## config.mk

```make
export PLATFORM = sky130hd
export DESIGN_NAME = mult8x8_sequencer
export DESIGN_NICKNAME = d
export VERILOG_FILES = /design/src/rtl/mult8x8_sequencer_pkg.sv /design/src/rtl/mult8x8_sequencer.sv
export SDC_FILE = /design/constraint.sdc
export NUM_CORES = 1
export LEC_CHECK = 0
export ABC_AREA = 1
export BUFFER_PORTS_ARGS = -buffer_cell sky130_fd_sc_hd__buf_2
export CAP_MARGIN = 30
export CORE_AREA = 2 2 39 41
export DETAILED_ROUTE_END_ITERATION = 6
export DIE_AREA = 0 0 41 43
export PLACE_DENSITY_LB_ADDON = 0.08
export SYNTH_ARGS = -nofsm -noshare
export SYNTH_HDL_FRONTEND = slang
export SYNTH_SLANG_ARGS = --single-unit
```

## constraint.sdc

```tcl
create_clock -name clk -period 1.5 [get_ports clk]
set_clock_uncertainty 0.15 [all_clocks]
set_input_delay 0.075 -clock clk [delete_from_list [all_inputs] [get_ports clk]]
set_output_delay 0.075 -clock clk [all_outputs]
set_load 0.02 [all_outputs]
```

## src/rtl/mult8x8_sequencer_pkg.sv

```systemverilog
// Shared types and encodings for the sequential 8x8 multiplier controller.
// Holds the state enum plus mux-select, shift and display constants.
package mult_seq_pkg;

  typedef enum logic [2:0] {
    S_IDLE = 3'd0,
    S_LSB  = 3'd1,
    S_MID1 = 3'd2,
    S_MID2 = 3'd3,
    S_MSB  = 3'd4,
    S_DONE = 3'd5,
    S_ERR  = 3'd6
  } state_e;

  localparam logic [1:0] SEL_LL = 2'b00;
  localparam logic [1:0] SEL_LH = 2'b01;
  localparam logic [1:0] SEL_HL = 2'b10;
  localparam logic [1:0] SEL_HH = 2'b11;

  localparam logic [1:0] SH0 = 2'b00;
  localparam logic [1:0] SH4 = 2'b01;
  localparam logic [1:0] SH8 = 2'b10;

  localparam logic [2:0] DISP_IDLE = 3'd0;
  localparam logic [2:0] DISP_LSB  = 3'd1;
  localparam logic [2:0] DISP_MID  = 3'd2;
  localparam logic [2:0] DISP_MSB  = 3'd3;
  localparam logic [2:0] DISP_ERR  = 3'd4;

endpackage

```

## src/rtl/mult8x8_sequencer.sv

```systemverilog
// Control FSM stepping a shared 4x4 multiplier through four partial products.
// Moore outputs from the state register; en=0 freezes state and masks accumulator strobes.
module mult8x8_sequencer
  import mult_seq_pkg::*;
#(
  parameter bit DONE_HOLD = 1'b0
) (
  input  logic       clk,
  input  logic       reset,
  input  logic       start,
  input  logic       en,
  output logic [1:0] input_sel,
  output logic [1:0] shift_sel,
  output logic       acc_clr,
  output logic       acc_en,
  output logic       busy,
  output logic       done,
  output logic       err,
  output logic [2:0] state_out
);

  state_e state_q, state_d;
  logic   done_q, done_d;
  logic   start_acc;

  assign start_acc = en && start && (state_q == S_IDLE || state_q == S_DONE);

  always_comb begin
    state_d = state_q;
    if (en) begin
      case (state_q)
        S_IDLE:  state_d = start ? S_LSB : S_IDLE;
        S_LSB:   state_d = start ? S_ERR : S_MID1;
        S_MID1:  state_d = start ? S_ERR : S_MID2;
        S_MID2:  state_d = start ? S_ERR : S_MSB;
        S_MSB:   state_d = start ? S_ERR : S_DONE;
        S_DONE:  state_d = start ? S_LSB : S_IDLE;
        S_ERR:   state_d = start ? S_ERR : S_IDLE;
        default: state_d = S_IDLE;
      endcase
    end
  end

  // Sticky completion flag, only observed when DONE_HOLD is set.
  always_comb begin
    done_d = done_q;
    if (start_acc || (state_d == S_ERR && state_q != S_ERR))
      done_d = 1'b0;
    if (state_d == S_DONE && state_q != S_DONE)
      done_d = 1'b1;
  end

  always_ff @(posedge clk or posedge reset) begin
    if (reset) begin
      state_q <= S_IDLE;
      done_q  <= 1'b0;
    end else begin
      state_q <= state_d;
      done_q  <= done_d;
    end
  end

  always_comb begin
    input_sel = SEL_LL;
    shift_sel = SH0;
    acc_clr   = 1'b0;
    acc_en    = 1'b0;
    state_out = DISP_IDLE;
    case (state_q)
      S_LSB: begin
        acc_clr   = en;
        state_out = DISP_LSB;
      end
      S_MID1: begin
        input_sel = SEL_LH;
        shift_sel = SH4;
        acc_en    = en;
        state_out = DISP_MID;
      end
      S_MID2: begin
        input_sel = SEL_HL;
        shift_sel = SH4;
        acc_en    = en;
        state_out = DISP_MID;
      end
      S_MSB: begin
        input_sel = SEL_HH;
        shift_sel = SH8;
        acc_en    = en;
        state_out = DISP_MSB;
      end
      S_ERR:   state_out = DISP_ERR;
      default: state_out = DISP_IDLE;
    endcase
  end

  assign busy = (state_q == S_LSB) || (state_q == S_MID1) ||
                (state_q == S_MID2) || (state_q == S_MSB);
  assign err  = (state_q == S_ERR);
  assign done = DONE_HOLD ? done_q : (state_q == S_DONE);

endmodule

```

==> results.sh <==
export IMPL_status="finished clean"
export IMPL_arrival_ns=1.19
export IMPL_fin_crit_sh_pct=94.3
export IMPL_root_buffer="clkbuf_4"
export IMPL_dp_hpwl_microns=622
export IMPL_grt_max_degree=9
export IMPL_cts_sinks=3
export IMPL_firstDrtPassIters=1
export IMPL_top_regs="state_q: 3 flops"
export IMPL_endpoint_kind="output port"
export IMPL_finalHoldViolations=0
export IMPL_die_h_microns=43
export IMPL_crit_fanout=7
export IMPL_hold_path_cell_count=4
export IMPL_totalPowerFinal_mw=1.14
export IMPL_relSlewSlack_pct=87.5
export IMPL_start_kind="flop"
export IMPL_worst_pin_slew_ns=0.187
export IMPL_fillCellCount=158
export IMPL_diodes=0
export IMPL_yosysWarnings=0
export IMPL_start_util_pct=22.7
export IMPL_hp_class="input pin to flop"
export IMPL_h_tree_depth=1
export IMPL_dieArea_sq_um=1760
export IMPL_ff2ff_path_depth=7
export IMPL_power_per_cell_area_nw_per_um2=2380
export IMPL_largest_register="state_q"
export IMPL_routed_via_density=4.10
export IMPL_grt_pass1_vias=306
export IMPL_final_common_cell="nand2_1"
export IMPL_synth_seq_cells=3
export IMPL_mostFrequentLayoutCells="18 x nand2_1, 13 x buf_2, 7 x inv_1, 7 x nand3_1"
export IMPL_die_w_microns=41
export IMPL_antenna_found_initial=0
export IMPL_drc=0
export IMPL_multi_input_area_sq_um=189
export IMPL_final_core_util_pct=34.4
export IMPL_tritoncts="yes"
export IMPL_yosysSeqAreaShare_pct=23.9
export IMPL_power_leakage_nw=0.299
export IMPL_synthTopCellsByArea="dfrtp_1 24%, nand2_1 22%, nand3_1 13%"
export IMPL_drive_gt1_share_pct=43.2
export IMPL_wl_per_cell_microns=8.66
export IMPL_drtAntennaViolNets=0
export IMPL_maxCapViolations=0
export IMPL_syn_area_per_cell_sq_um=5.93
export IMPL_post_synth_top_area_cell="dfrtp_1"
export IMPL_nets=79
export IMPL_clk_pin_slew_ns=0.04
export IMPL_critPathRequiredTime_ns=1.27
export IMPL_routed_wl_microns=779
export IMPL_clk_path_buf_depth=2
export IMPL_final_setup_viol_count=0
export IMPL_fin_ws_ns=0.0857
export IMPL_gp_congestion=0.705
export IMPL_coreArea_sq_um=1380
export IMPL_crit_type="flop to output port"
export IMPL_io_pins=16
export IMPL_maxSlewViolCount=0
export IMPL_largest_reg_flops=3
export IMPL_grt_use_total_pct=9.35
export IMPL_num_vias=369
export IMPL_yosys_cell_types_count=14
export IMPL_fmax_mhz=707
export IMPL_ff2ff_setup_slack_ns=0.20
export IMPL_areaGrowthSynthToFinish_pct=51.8
export IMPL_drt_initial_drc_count=0
export IMPL_synth_nets=57
export IMPL_clk_latency_ns=0.23
export IMPL_place_ws_ns=0.121
export IMPL_io_buffer_count=15
export IMPL_period_needed_ns=1.41
export IMPL_netlist_instances=53
export IMPL_fin_tns_setup_ns=0
export IMPL_grt_overflow_total=0
export IMPL_ir_drop_uv=860
export IMPL_syn_cell_area_sq_um=314
export IMPL_cts_buffers=3
export IMPL_regArea_sq_um=78.8
export IMPL_synth_top_area_share_pct=23.9
export IMPL_grt_pass1_wl_microns=1160
export IMPL_fp_row_count=14
## cells in the mapped netlist
| cell | count |
|---|---|
| nor2_1 | 6 |
| nand2_1 | 18 |
| buf_2 | 1 |
| nand3_4 | 1 |
| inv_2 | 2 |
| a21oi_1 | 1 |
| buf_4 | 1 |
| dfrtp_1 | 3 |
| inv_1 | 8 |
| buf_6 | 1 |
| nor3_1 | 1 |
| xnor2_1 | 1 |
| nand2_4 | 1 |
| nand3_1 | 8 |
## layout make-up
| type | instances | share of cell area [%] |
|---|---|---|
| Multi-Input combinational cell | 37 | 39.6 |
| Timing Repair Buffer | 20 | 25.7 |
| Inverter | 10 | 8.40 |
| Clock buffer | 4 | 5.51 |
| Sequential cell | 3 | 16.5 |
| Tap cell | 16 | 4.20 |
## path summary, 6_finish.rpt
check	startpoint	end
max	state_q[1]$_DFFE_PP0P_	acc_en
min	start	state_q[0]$_DFFE_PP0P_
max reg2reg	state_q[1]$_DFFE_PP0P_	state_q[2]$_DFFE_PP0P_
min reg2reg	state_q[0]$_DFFE_PP0P_	state_q[0]$_DFFE_PP0P_
max in group asynchronous	reset	state_q[1]$_DFFE_PP0P_
min in group asynchronous	reset	state_q[2]$_DFFE_PP0P_
## per-stage QoR
stage                     cells  instance area, sq um  hold WS [ns]
after floorplan              53                   318        -0.321
after global routing         90                   477        0.0371
after CTS                    87                   437       0.00616
after global placement       81                   389        -0.204
final                        90                   477       0.00503
after detailed placement     81                   389        -0.206
## per-layer routing
layer | vias to the layer above | track usage (%) | wire length (microns)
li1 | 201 | - | -
met1 | 156 | 11.6 | 325
met2 | 12 | 15.0 | 411
met3 | 0 | 1.57 | 42
met4 | 0 | 4.00 | 0
met5 | - | 0 | 0
## what timing repair did
action                                  4_1_cts  5_1_grt
hold buffers                                  2        0
endpoints found under the hold margin         5        0
setup buffers                                 0        3
gates resized for setup                       1        8
endpoints found under the setup margin        2        8
## cells by family after synthesis
logic type | count (synthesis) | share of synthesized area [%]
DFF | 3 | 23.9
buffers and inverters | 13 | 19.5
and+or+nand+nor | 35 | 52.2
AOI/OAI and AO/OA | 1 | 1.59
xor gates and xnor gates | 1 | 2.79
## where the power goes
part	internal, mW	switching, mW
Sequential	0.124	0.0834
Combinational	0.300	0.490
Clock	0.0995	0.0389
## worst max-delay path: stages, from the launching register on
cell,delay [ns]
dfrtp_2,0.43
inv_2,0.12
nand3_4,0.12
a21oi_2,0.14
buf_4,0.15
Note: power is estimated with default switching activity, not from simulation.
